<file path="config.mk">
export PLATFORM = sky130hd
export DESIGN_NAME = fetch_block
export DESIGN_NICKNAME = d
export VERILOG_FILES = /design/src/rtl/fetch_block_pkg.sv /design/src/rtl/fetch_block_queue.sv /design/src/rtl/fetch_block.sv
export SDC_FILE = /design/constraint.sdc
export NUM_CORES = 1
export LEC_CHECK = 0
export CAP_MARGIN = 20
export CELL_PAD_IN_SITES_DETAIL_PLACEMENT = 1
export CELL_PAD_IN_SITES_GLOBAL_PLACEMENT = 2
export CORE_MARGIN = 3
export CORE_UTILIZATION = 34
export DETAILED_ROUTE_END_ITERATION = 10
export PLACE_DENSITY = 0.74
export SLEW_MARGIN = 20
export SYNTH_ARGS = -nofsm -noshare
export SYNTH_HDL_FRONTEND = slang
export SYNTH_SLANG_ARGS = --single-unit
export TNS_END_PERCENT = 20
</file>
<file path="constraint.sdc">
create_clock -name clk_i -period 10.2 [get_ports clk_i]
set_input_delay 3.06 -clock clk_i [delete_from_list [all_inputs] [get_ports clk_i]]
set_output_delay 3.06 -clock clk_i [all_outputs]
set_load 0.02 [all_outputs]
</file>
<file path="src/rtl/fetch_block_pkg.sv">
// Shared types and constants for the Thumb instruction fetch stage.
package fetch_block_pkg;
  localparam int WORD          = 32;
  localparam int INSTR_W       = 16;
  localparam int THUMB_PC_STEP = 2;

  typedef logic [WORD-1:0]    word_t;
  typedef logic [INSTR_W-1:0] instruction;

  localparam instruction NOP_INSTRUCTION = 16'h0000;

  typedef enum logic {PIPELINE_RUN = 1'b0, STALL_PIPELINE = 1'b1} stall_pipeline_sig;

  typedef enum logic [1:0] {FETCH_REQ, FETCH_WAIT, FETCH_DROP} fetch_state_t;

  typedef struct packed {
    instruction instr;
    word_t      pc;
  } fetch_entry_t;
endpackage

</file>
<file path="src/rtl/fetch_block_queue.sv">
// Circular FIFO of fetched {instruction, pc} pairs; 'reserve' holds back one
// slot for a response that is still in flight so it can never overflow.
module fetch_queue
  import fetch_block_pkg::*;
#(
  parameter int DEPTH = 2
) (
  input  logic                       clk,
  input  logic                       reset,
  input  logic                       push,
  input  instruction                 push_instr,
  input  word_t                      push_pc,
  input  logic                       pop,
  input  logic                       flush,
  input  logic                       reserve,
  output instruction                 head_instr,
  output word_t                      head_pc,
  output logic [$clog2(DEPTH):0]     count,
  output logic                       full
);
  localparam int PTR_W = (DEPTH > 1) ? $clog2(DEPTH) : 1;
  localparam int CNT_W = $clog2(DEPTH) + 1;

  fetch_entry_t         mem [DEPTH];
  logic [PTR_W-1:0]     rd_ptr;
  logic [PTR_W-1:0]     wr_ptr;
  logic [CNT_W-1:0]     count_q;
  logic [CNT_W:0]       occupancy;

  always_ff @(posedge clk or posedge reset) begin
    if (reset) begin
      rd_ptr  <= '0;
      wr_ptr  <= '0;
      count_q <= '0;
    end else if (flush) begin
      rd_ptr  <= '0;
      wr_ptr  <= '0;
      count_q <= '0;
    end else begin
      if (push) wr_ptr <= wr_ptr + 1'b1;
      if (pop)  rd_ptr <= rd_ptr + 1'b1;
      if (push && !pop)
        count_q <= count_q + 1'b1;
      else if (pop && !push)
        count_q <= count_q - 1'b1;
    end
  end

  // Storage needs no reset: entries are only observable between push and pop.
  always_ff @(posedge clk) begin
    if (push && !flush)
      mem[wr_ptr] <= {push_instr, push_pc};
  end

  assign head_instr = mem[rd_ptr].instr;
  assign head_pc    = mem[rd_ptr].pc;
  assign count      = count_q;
  assign occupancy  = {1'b0, count_q} + {{CNT_W{1'b0}}, reserve};
  assign full       = (occupancy >= (CNT_W+1)'(DEPTH));
endmodule

</file>
<file path="src/rtl/fetch_block.sv">
// Instruction fetch stage: PC sequencing, single-outstanding imem handshake,
// instruction queue and decode-facing output register. Optional macro
// FETCH_PERF_CNT_EN adds saturating stall/flush/memory-wait counters.
module fetch_block
  import fetch_block_pkg::*;
#(
  parameter int    BUF_DEPTH = 2,
  parameter word_t RESET_PC  = 32'h0000_0000,
  parameter int    PC_STEP   = THUMB_PC_STEP
) (
  input  logic              clk_i,
  input  logic              reset_i,
  input  logic              pipeline_ctrl_sig_i,
  input  logic              branch_taken_i,
  input  logic [WORD-1:0]   branch_target_i,
  output logic              imem_req_o,
  output logic [WORD-1:0]   imem_addr_o,
  input  logic              imem_ready_i,
  input  logic [15:0]       imem_rdata_i,
  output logic [15:0]       instruction_o,
  output logic [WORD-1:0]   program_counter_o,
  output logic              instr_valid_o
`ifdef FETCH_PERF_CNT_EN
  ,
  output logic [WORD-1:0]   stall_cycles_o,
  output logic [WORD-1:0]   flush_count_o,
  output logic [WORD-1:0]   mem_wait_cycles_o
`endif
);
  fetch_state_t                  state;
  word_t                         fetch_pc;
  word_t                         aligned_target;
  logic                          stalled;
  logic                          accept;
  logic                          bypass;
  logic                          q_push;
  logic                          q_pop;
  logic                          q_empty;
  logic                          q_full;
  logic [$clog2(BUF_DEPTH):0]    q_count;
  instruction                    q_head_instr;
  word_t                         q_head_pc;

  assign stalled        = (stall_pipeline_sig'(pipeline_ctrl_sig_i) == STALL_PIPELINE);
  assign aligned_target = branch_target_i & ~word_t'(1);
  assign accept         = (state == FETCH_WAIT) && imem_ready_i && !branch_taken_i;
  assign q_empty        = (q_count == '0);
  // An empty queue with decode free lets the response skip the queue entirely.
  assign bypass         = accept && !stalled && q_empty;
  assign q_push         = accept && !bypass;
  assign q_pop          = !branch_taken_i && !stalled && !q_empty;

  fetch_queue #(.DEPTH(BUF_DEPTH)) u_queue (
    .clk        (clk_i),
    .reset      (reset_i),
    .push       (q_push),
    .push_instr (imem_rdata_i),
    .push_pc    (imem_addr_o),
    .pop        (q_pop),
    .flush      (branch_taken_i),
    .reserve    (state == FETCH_WAIT),
    .head_instr (q_head_instr),
    .head_pc    (q_head_pc),
    .count      (q_count),
    .full       (q_full)
  );

  always_ff @(posedge clk_i or posedge reset_i) begin
    if (reset_i) begin
      state       <= FETCH_REQ;
      fetch_pc    <= RESET_PC;
      imem_req_o  <= 1'b0;
      imem_addr_o <= RESET_PC;
    end else begin
      if (branch_taken_i)
        fetch_pc <= aligned_target;
      else if (accept)
        fetch_pc <= fetch_pc + word_t'(PC_STEP);

      case (state)
        FETCH_REQ: begin
          if (!branch_taken_i && !q_full) begin
            imem_req_o  <= 1'b1;
            imem_addr_o <= fetch_pc;
            state       <= FETCH_WAIT;
          end
        end
        FETCH_WAIT: begin
          if (imem_ready_i) begin
            imem_req_o <= 1'b0;
            state      <= FETCH_REQ;
          end else if (branch_taken_i) begin
            state <= FETCH_DROP;
          end
        end
        FETCH_DROP: begin
          if (imem_ready_i) begin
            imem_req_o <= 1'b0;
            state      <= FETCH_REQ;
          end
        end
        default: begin
          imem_req_o <= 1'b0;
          state      <= FETCH_REQ;
        end
      endcase
    end
  end

  // Decode-facing register; program_counter_o is left as-is while invalid.
  always_ff @(posedge clk_i or posedge reset_i) begin
    if (reset_i) begin
      instruction_o     <= NOP_INSTRUCTION;
      program_counter_o <= RESET_PC;
      instr_valid_o     <= 1'b0;
    end else if (branch_taken_i) begin
      instruction_o <= NOP_INSTRUCTION;
      instr_valid_o <= 1'b0;
    end else if (!stalled) begin
      if (!q_empty) begin
        instruction_o     <= q_head_instr;
        program_counter_o <= q_head_pc;
        instr_valid_o     <= 1'b1;
      end else if (bypass) begin
        instruction_o     <= imem_rdata_i;
        program_counter_o <= imem_addr_o;
        instr_valid_o     <= 1'b1;
      end else begin
        instruction_o <= NOP_INSTRUCTION;
        instr_valid_o <= 1'b0;
      end
    end
  end

`ifdef FETCH_PERF_CNT_EN
  always_ff @(posedge clk_i or posedge reset_i) begin
    if (reset_i) begin
      stall_cycles_o    <= '0;
      flush_count_o     <= '0;
      mem_wait_cycles_o <= '0;
    end else begin
      if (stalled && stall_cycles_o != '1)
        stall_cycles_o <= stall_cycles_o + 1'b1;
      if (branch_taken_i && flush_count_o != '1)
        flush_count_o <= flush_count_o + 1'b1;
      if ((state == FETCH_WAIT || state == FETCH_DROP) && !imem_ready_i &&
          mem_wait_cycles_o != '1)
        mem_wait_cycles_o <= mem_wait_cycles_o + 1'b1;
    end
  end
`endif
endmodule
</file>
# Yosys cells after proc, flatten, opt, wreduce, memory -nomap -nowiden
# Memories as Yosys holds them, arrays and structs flattened.
# Index checks and enable logic that the tools add are counted.
[word_totals]
regBits = 120
ramBits = 96
out_inout_bits = 82
word_cells = 86
memories = 1
[memory_table]
columns = ["memory", "words", "word_bits", "rd", "rd_clocked_by_memory_dff", "wr", "line", "rtl"]
rows = [
  ["u_queue.mem", 2, 48, 1, 0, 1, "fetch_block_queue.sv:24", "fetch_entry_t mem [DEPTH];"],
]
[op_classes]
n_addsub = 6
n_lt_le_gt_ge = 1
n_eq_ne = 8
n_mux = 29
bitwise_logic = 2
reduce_logical = 29
[op_table]
columns = ["op", "n"]
rows = [
  ["two-way mux 32 bit", 4],
  ["two-way mux 16 bit", 4],
  ["adder 32 x 2 -> 32 bit (second input constant)", 1],
  ["two-way mux 2 bit", 7],
  ["two-way mux 1 bit", 12],
  ["logical AND 1 bit", 11],
  ["zero test 1 bit", 7],
  ["!= test 2 bit (second input constant)", 3],
  ["one-hot mux 2 bit (3 select lines)", 1],
  ["AND reduction 3 bit", 2],
  ["nonzero test 2 bit", 3],
  ["zero test 2 bit", 2],
  ["!= test 2 x 1 -> 1 bit (second input constant)", 2],
  ["AND reduction 2 bit", 2],
  ["adder 2 x 1 -> 3 bit", 1],
  ["greater-or-equal comparator 3 x 2 -> 1 bit (second input constant)", 1],
  ["!= test 3 bit (second input constant)", 1],
  ["nonzero test 3 bit", 1],
  ["adder 1 bit (second input constant)", 2],
  ["adder 2 x 1 -> 2 bit (second input constant)", 1],
  ["equality test 2 x 1 -> 1 bit (second input constant)", 1],
  ["equality test 2 bit (second input constant)", 1],
  ["inverter 1 bit", 2],
  ["one-hot mux 1 bit (2 select lines)", 1],
  ["other kinds (2)", 2],
]

# Logic depth before layout (Yosys ltp)
# Gate-level depths: netlist of run 1.
[logic_depth]
word_depth = 12
depth_mapped = 8
depth_no_buf = 6

# Cells and area by module
# Synthesis of run 1 repeated with hierarchy kept, for this count alone.
[hier_totals]
cells_unflattened = 687
hier_area_um2 = 9183.8
[by_module_without_submodules]
columns = ["module", "n_inst", "cells_each", "area_per_inst_um2"]
rows = [
  ["fetch_block", 1, 518, 5481.5],
  ["fetch_queue", 1, 169, 3702.3],
]

# Worst setup path after synthesis of run 1
# Ideal clock, no wire load.
[synth_path]
path_kind = "input port to flip-flop"
start = "input branch_taken_i"
end = "memory u_queue.mem[1][10] (netlist bit), enable pin"
arrival_ns = 7.129
path_slack_ns = 2.551
stages = 4
path_buffers = 3
cell_sequence = "clkbuf_1 > clkbuf_1 > clkbuf_1 > nor3b_1"
[synth_via]
elab_chain_cells = 9
[synth_rtl]
columns = ["element", "line", "rtl"]
rows = [
  ["start, declared", "fetch_block.sv:14", "input logic branch_taken_i,"],
  ["zero test 1 bit (*)", "fetch_block_queue.sv:51, fetch_block.sv:46", ""],
  ["logical AND 1 bit", "fetch_block.sv:46", "assign accept = (state == FETCH_WAIT) && imem_ready_i && !branch_taken_i;"],
  ["logical AND 1 bit (2 in a row)", "fetch_block.sv:49", "assign bypass = accept && !stalled && q_empty;"],
  ["zero test 1 bit", "fetch_block.sv:50", "assign q_push = accept && !bypass;"],
  ["logical AND 1 bit", "fetch_block.sv:50", ""],
  ["logical AND 1 bit (*)", "fetch_block_queue.sv:51", "if (push && !flush)"],
  ["two-way mux 1 bit (*)", "fetch_block_queue.sv:51", ""],
  ["two-way mux 1 bit (not written as such) (*)", "fetch_block_queue.sv:52", "mem[wr_ptr] <= {push_instr, push_pc};"],
  ["end, declared", "fetch_block_queue.sv:24", ""],
]
# Mark *: on every way between the ends. The rest lies on a longest branch, timed or not.

# Worst setup path in the final report of run 1
[layout_path]
start = "input imem_ready_i"
end = "register fetch_pc[19]"
[layout_via]
elab_chain_cells = 3
[layout_rtl]
columns = ["element", "line", "rtl"]
rows = [
  ["start, declared", "fetch_block.sv:18", "input logic imem_ready_i,"],
  ["logical AND 1 bit (2 in a row)", "fetch_block.sv:46", ""],
  ["nonzero test 2 bit (no source line)", "--", ""],
  ["end signal, assigned", "fetch_block.sv:76", "fetch_pc <= aligned_target;"],
  ["end signal, assigned", "fetch_block.sv:78", "fetch_pc <= fetch_pc + word_t'(PC_STEP);"],
  ["end, declared", "fetch_block.sv:31", "word_t fetch_pc;"],
]
# Every way passes these cells.
# A chain may end at the register's enable or synchronous reset.

==> results.md, run 1 <==
- Placer congestion estimate: about 0.75
- Maximum count of clock buffers along a single path: 3
- Largest stage delay, worst path: approximately 0.68 ns
- Worst setup path class: in -> reg
- Number of slew-limit violations in the final report: 0
- Number of flops mapped to enable cells by yosys: 94
- Cell count after synthesis: 710
- Static leakage: roughly 4.1 nW
- Buffers inserted during post-CTS setup optimization: 0
- Layout cells sized above 1: 0.1045
- Maximum achievable frequency: 0.1989 GHz
- Yosys cell types: 50
- Remaining routing DRC violations: 0
- Top fanout value on the critical path: 13
- Drt total wl: roughly 23 mm
- Clock root cell: sky130_fd_sc_hd__clkbuf_16
- TritonCTS clock tree: yes
- Worst Path Required: ~11 ns
- Detail Placement HPWL: between 15 and 20 mm
- Number of buffers inserted by port buffering: about 130
- Total of hold buffers inserted after clock tree synthesis: 0
- Worst Reg2Reg Path Length in Cells: 6
- Number of cells on the worst hold path: 2
- Path class of the lowest-slack min-delay path: reg -> reg
- Signal arrival time at the worst endpoint: approximately 5.5 ns
- Pin count of the biggest net entering global routing: between 70 and 80
- Result of the run: finished, final reports clean
- Per-cell via count in the routed design: between 5 and 6
- Global-route usage over all layers: 0.1624
- Clock latency of the later-clocked register in the worst-skew pair: approximately 0.5 ns
- Element type at the critical path end: flop
- Flip-flop and latch count after synthesis: around 210
- Clock-pin transition on the worst setup and hold timing paths: ~0.060 ns
- Fin crit share: 0.4930
- Via count of the first global-routing pass: roughly 6600
- Syn Area/Cell: about 12 um2
- Final standard cell area without fillers: around 0.011 mm2
- Dpl cells: between 1000 and 1500
- IR Drop Worst-Case VDD: 0.0001137 V
- Reg-to-reg slack, setup: roughly 7.5 ns
- Area added between synthesis and finish: 28.08%
- Post-synthesis cell area: roughly 0.0088 mm2
- Area of placed instances: 0.01048 mm2
- Nature of the critical path startpoint: primary input
- Detailed Routing Iterations Pass 1: 4
- Final-layout setup total negative slack: 0 ns
- Clock period minus worst slack: approximately 5.0 ns
- Warning count from the yosys run: 0
- Number of filler cells placed in the layout: 2619
- Average wire length per cell after detail routing: about 19 um
- Initial Utilization: 0.3478
- Core Rows: 58
- Final Net Count: around 890
- Pwr per Cell Area: approximately 270 mW/mm2
- Slew at the pin closest to its max-slew limit: 0.9827 ns
- Worst max-slew margin expressed relative to the limit: 0.3399
- Final cell count without fillers: approximately 1200
- Top cells by area, synth: sky130_fd_sc_hd__dfrtp_1, sky130_fd_sc_hd__edfxtp_1, sky130_fd_sc_hd__mux2i_1
- Post-CTS Resized: 0
- Die X: around 170 um
- Starting DRT DRC Count: approximately 390
- Sequential-to-total area share from yosys stat: 0.6527
- Worst clock skew: 0.006370 ns
- Standard cell with the maximum stage delay on the critical path: sky130_fd_sc_hd__or4_1
- ANT nets after route: 0
- Die Y: approximately 170 um
- Core area: ~0.025 mm2
- Overflow after GRT: 0
- Max-cap check violation count: 0
- Global-route wire length before repair: around 37 mm
- Die outline area: about 0.028 mm2
- Number of vias in the routed layout: 6118
- Unrepaired setup endpoints after global routing: no
- Share of synthesized registers carrying an async set or reset: 0.5545
- Top Ports: 135
- Area leader, netlist: sky130_fd_sc_hd__dfrtp_1
- # setup viols final: 0
- Final hold violation count: 0
- Number of antenna violations at the first check in global routing: 0
- H-tree levels: 1
- Most used flip-flop cell after synthesis: sky130_fd_sc_hd__dfrtp_1
- Antenna cells: 0
- Critical path cell sequence: clkdlybuf4s50_1 > and4_1 > nand4_1 > or4_1 > a31oi_1
- Area share of the leading cell type in the synthesized netlist: 0.3323
- Number of buffers created by CTS: 23
- Clock Sinks: around 210
## kinds of logic after synthesis
group	share of synthesized area
flip-flops	0.6527
other	0.0004257
XOR/XNOR	0.01094
AND/OR/NAND/NOR	0.1158
multiplexers	0.09019
buffers and inverters	0.02414
adder cells (fa/ha/maj)	0.005681
AO/OA/AOI/OAI	0.1001
## cell usage in the layout (no fill, tap or decap), types with 11 or more instances in the layout
cell type / count
sky130_fd_sc_hd__clkdlybuf4s50_1: 131
sky130_fd_sc_hd__a221o_1: 17
sky130_fd_sc_hd__mux2i_1: 49
sky130_fd_sc_hd__nand3_1: 12
sky130_fd_sc_hd__clkbuf_16: 23
sky130_fd_sc_hd__or4_1: 14
sky130_fd_sc_hd__mux2_2: 27
sky130_fd_sc_hd__nand2_1: 98
sky130_fd_sc_hd__o21ai_0: 84
sky130_fd_sc_hd__dfrtp_1: 116
sky130_fd_sc_hd__buf_4: 11
sky130_fd_sc_hd__edfxtp_1: 94
sky130_fd_sc_hd__nor2_1: 39
sky130_fd_sc_hd__a31oi_1: 16
## layer usage
layer	GRT usage	share of wire
met5	0	0
met4	0.03766	0.016
met3	0.02563	0.057
met2	0.2757	0.49
met1	0.2205	0.44
## stage by stage
stage                     setup slack (ns)    util  power [mW]  hold slack [ns]
final                                5.171  0.4455       2.996           0.4758
after global routing                 4.967  0.4455       3.170           0.5214
after CTS                            5.188  0.4455       3.048           0.4867
after detailed placement             4.702  0.4137       2.149           0.4728
after global placement               4.763  0.4137       2.111           0.4600
after floorplan                      2.551       -       1.710           0.4952
## power breakdown
part / total [mW] / internal (mW) / switching, mW
Clock: 0.885 / 0.548 / 0.338
Sequential: 1.26 / 1.10 / 0.156
Combinational: 0.853 / 0.399 / 0.453
Total: 3.00 / 2.05 / 0.947
## cell type report
cell class / count / area, um2 / area share
inverter: 10 / 40.04 / 0.003548
clock buffer: 27 / 600.6 / 0.05323
timing repair buffer: 142 / 1394 / 0.1235
multi-input combinational: 448 / 2880 / 0.2553
sequential: 211 / 5752 / 0.5098
clock inverter: 14 / 203.9 / 0.01808
tap: 330 / 412.9 / 0.03659
## critical path: cells and delay by family
kind                   cells  cell delay (ns)
and+or+nand+nor            3             1.60
AOI/OAI and AO/OA          1             0.18
buffers and inverters      1             0.60
## sequential cells by signal (all words and copies together), names as in the netlist
name               count
imem_addr_o           31
instr_valid_o          1
u_queue.mem           94
u_queue.wr_ptr         1
fetch_pc              31
imem_req_o             1
u_queue.rd_ptr         1
program_counter_o     31
state                  2
u_queue.count          2
instruction_o         16
## cells in the mapped netlist, drive strengths merged (11+ instances only)
cell      n
clkbuf   31
nor2     39
edfxtp   94
mux2i    49
buf      11
nand2    98
mux2     27
nand4    11
dfrtp   117
or4      15
a221o    17
o21ai    85
a31oi    16
nand3    12
## final timing paths
check | from | end
setup / recovery | imem_ready_i | fetch_pc[19]$_DFFE_PP0N_
setup reg to reg | state[1]$_DFFE_PP0P_ | fetch_pc[19]$_DFFE_PP0N_
hold / removal | program_counter_o[4]$_DFFE_PP0P_ | program_counter_o[4]$_DFFE_PP0P_
hold reg to reg | program_counter_o[4]$_DFFE_PP0P_ | program_counter_o[4]$_DFFE_PP0P_
max in group asynchronous | reset_i | u_queue.rd_ptr$_DFFE_PP0P_
min in group asynchronous | reset_i | program_counter_o[6]$_DFFE_PP0P_
(Power assumes the default switching activity.)
==> run 2: changes to the inputs <==
- clock period: 10.2 -> 4.9 ns (I/O delays scaled with it)
==> run 2 against run 1 <==
Register-to-register slack worse by 5.3 ns. Worst hold slack lost 0.0022 ns. Clock power up 86%. Critical path depth unchanged. Critical endpoint unchanged. Largest cell class unchanged.
==> results.md, run 2 (synthesized netlist as in run 1, its figures left out) <==
- Number of antenna violations at the first check in global routing: 0 (unchanged)
- Clock Sinks: 211 (unchanged)
- Number of buffer and inverter instances along the worst setup path: 1 (unchanged)
- Detailed Routing Iterations Pass 1: 4 (unchanged)
- Final cell count without fillers: 1186 (+0.34%)
- # setup viols final: 0 (unchanged)
- Worst clock skew: 0.01200 ns (+0.005631 ns)
- Static leakage: 4.121 nW (-0.17%)
- Standard cell with the maximum stage delay on the critical path: sky130_fd_sc_hd__or4_1
- Number of buffers created by CTS: 24 (+4.3%)
- Reg-to-reg slack, setup: 2.27 ns (-5.25 ns)
- Largest stage delay, worst path: 0.66 ns (-0.02 ns)
- Hold slack final: 0.4736 ns (-0.002213 ns)
- Core area: 0.02533 mm2 (unchanged)
- Pwr per Cell Area: 538.9 mW/mm2 (+100%)
- Number of buffers inserted by port buffering: 131 (unchanged)
- Overflow after GRT: 0 (unchanged)
- Clock latency of the later-clocked register in the worst-skew pair: 0.51 ns (about the same)
- Max-cap check violation count: 0 (unchanged)
- Number of vias in the routed layout: 6143 (+0.41%)
- Layout cells sized above 1: 0.1051 (+0.0006801)
- Initial Utilization: 0.3478 (unchanged)
- Placer congestion estimate: 0.7688 (+2.4%)
- Final hold violation count: 0 (unchanged)
- Die outline area: 0.02788 mm2 (unchanged)
- Worst setup slack after layout: 1.471 ns (-3.700 ns)
- Start of the worst register-to-register path: state[1]$_DFFE_PP0P_
- Buffers inserted during post-CTS setup optimization: 0 (unchanged)
- Per-cell via count in the routed design: 5.180 (about the same)
- Clock root cell: sky130_fd_sc_hd__clkbuf_16
- Pin count of the biggest net entering global routing: 68 (-4.2%)
- Most common cell after layout, fill and taps aside: sky130_fd_sc_hd__clkdlybuf4s50_1
- Worst Path Required: 5.33 ns (-5.29 ns)
- Commonest non-fill, non-tap cells in the layout: sky130_fd_sc_hd__clkdlybuf4s50_1, sky130_fd_sc_hd__dfrtp_1, sky130_fd_sc_hd__nand2_1
- Maximum count of clock buffers along a single path: 3 (unchanged)
- Slew at the pin closest to its max-slew limit: 1.009 ns (+0.02592 ns)
- Worst reg2reg endpoint: fetch_pc[19]$_DFFE_PP0N_
- Remaining routing DRC violations: 0 (unchanged)
- Maximum achievable frequency: 0.2917 GHz
- Sink of the worst hold path: program_counter_o[8]$_DFFE_PP0P_
- Drt total wl: 22.33 mm (-1.2%)
- Top Ports: 135 (unchanged)
- Area of placed instances: 0.01049 mm2 (about the same)
- Fin crit share: 0.6997
- Core Rows: 58 (unchanged)
- Area added between synthesis and finish: 27.28%
- Number of slew-limit violations in the final report: 0 (unchanged)
- Clock period minus worst slack: about 3.4 ns
- Post-CTS Resized: 0 (unchanged)
- Final standard cell area without fillers: 0.01121 mm2 (-0.62%)
- Launch instance of the worst min-delay path: program_counter_o[8]$_DFFE_PP0P_
- IR Drop Worst-Case VDD: 0.0002269 V (+100%)
- Worst Reg2Reg Path Length in Cells: 6 (unchanged)
- Total of hold buffers inserted after clock tree synthesis: 0 (unchanged)
- Path class of the lowest-slack min-delay path: reg -> reg
- Global-route usage over all layers: 0.1586 (-0.003810)
- Core occupancy in the finished layout: 0.4427 (-0.002766)
- H-tree levels: 1 (unchanged)
- Final-layout setup total negative slack: 0 ns (unchanged)
- Antenna cells: 0 (unchanged)
- Signal arrival time at the worst endpoint: 3.85 ns (-1.60 ns)
- Most flop-heavy register: u_queue.mem
- Dpl cells: 1142 (+0.088%)
- Element type at the critical path end: flop
- Critical path cell sequence: clkdlybuf4s50_1 > and4_1 > nand4_1 > or4_1 > a31oi_1
- Worst setup timing slack at the placement stage: 0.9740 ns (-3.728 ns)
- Result of the run: finished, final reports clean
- Clock-pin transition on the worst setup and hold timing paths: 0.06 ns (about the same)
- TritonCTS clock tree: yes
- Max reg flops: 94 (unchanged)
- Unrepaired setup endpoints after global routing: no
- Number of filler cells placed in the layout: 2629 (+0.38%)
- Total power consumption of the routed design: 6.043 mW (+100%)
- Global-route wire length before repair: 36.29 mm (-2.0%)
- Nature of the critical path startpoint: primary input
- Worst max-slew margin expressed relative to the limit: 0.3225 (-0.01741)
- Worst setup path class: in -> reg
- ANT nets after route: 0 (unchanged)
- Final Net Count: 895 (+0.22%)
- Top fanout value on the critical path: 13 (unchanged)
- Detail Placement HPWL: 15.13 mm (-1.3%)
- Starting DRT DRC Count: 351 (-11%)
- Startpoint of the worst setup timing path: imem_ready_i
- Die X: 167.0 um (unchanged)
- Via count of the first global-routing pass: 6466 (-1.9%)
- Number of cells on the worst hold path: 2 (unchanged)
- Average wire length per cell after detail routing: 18.83 um (-1.6%)
- Kind of cell with the highest combined delay on the critical path: simple AND/OR/NAND/NOR gates
- Die Y: 167.0 um (unchanged)
==> run 2: area by class of cell <==
cell class,instances,area (um2),area share
Clock buffer,29,650.6,0.05802
Sequential cell,211,5752,0.5129
Multi-Input combinational cell,448,2887,0.2574
Inverter,10,40.04,0.003571
Tap cell,330,412.9,0.03682
Timing Repair Buffer,143,1396,0.1245
Clock inverter,15,75.07,0.006695
==> run 2: where the power goes <==
part	switching (mW)	internal, mW
Combinational	0.929	0.831
Sequential	0.334	2.30
Clock	0.709	0.945
==> run 2: tightest hold or removal path, delay by kind of cell, from the launching register on <==
family / cells / cell delay, ns
AO/OA/AOI/OAI: 1 / 0.06
AND/OR/NAND/NOR: 1 / 0.05
flip-flops: 1 / 0.34
==> run 2: worst max path at each step <==
stage	slack, ns	cells past startpoint	to
2_1_floorplan	-0.94	4	u_queue.mem[0][10]$_DFFE_PP_
3_3_place_gp	1.05	5	fetch_pc[20]$_DFFE_PP0N_
3_5_place_dp	0.97	5	fetch_pc[20]$_DFFE_PP0N_
4_1_cts	1.50	5	fetch_pc[19]$_DFFE_PP0N_
5_1_grt	1.36	5	fetch_pc[20]$_DFFE_PP0N_
6_report	1.47	5	fetch_pc[19]$_DFFE_PP0N_
==> run 2: routing by layer <==
metal  global-route usage  routed length [um]  up-vias
li1                     -                   -     2861
met1               0.2201               10290     3127
met2               0.2638               10720      135
met3              0.02540                1046       20
met4              0.03587                 272        0
met5                    0                   0        -
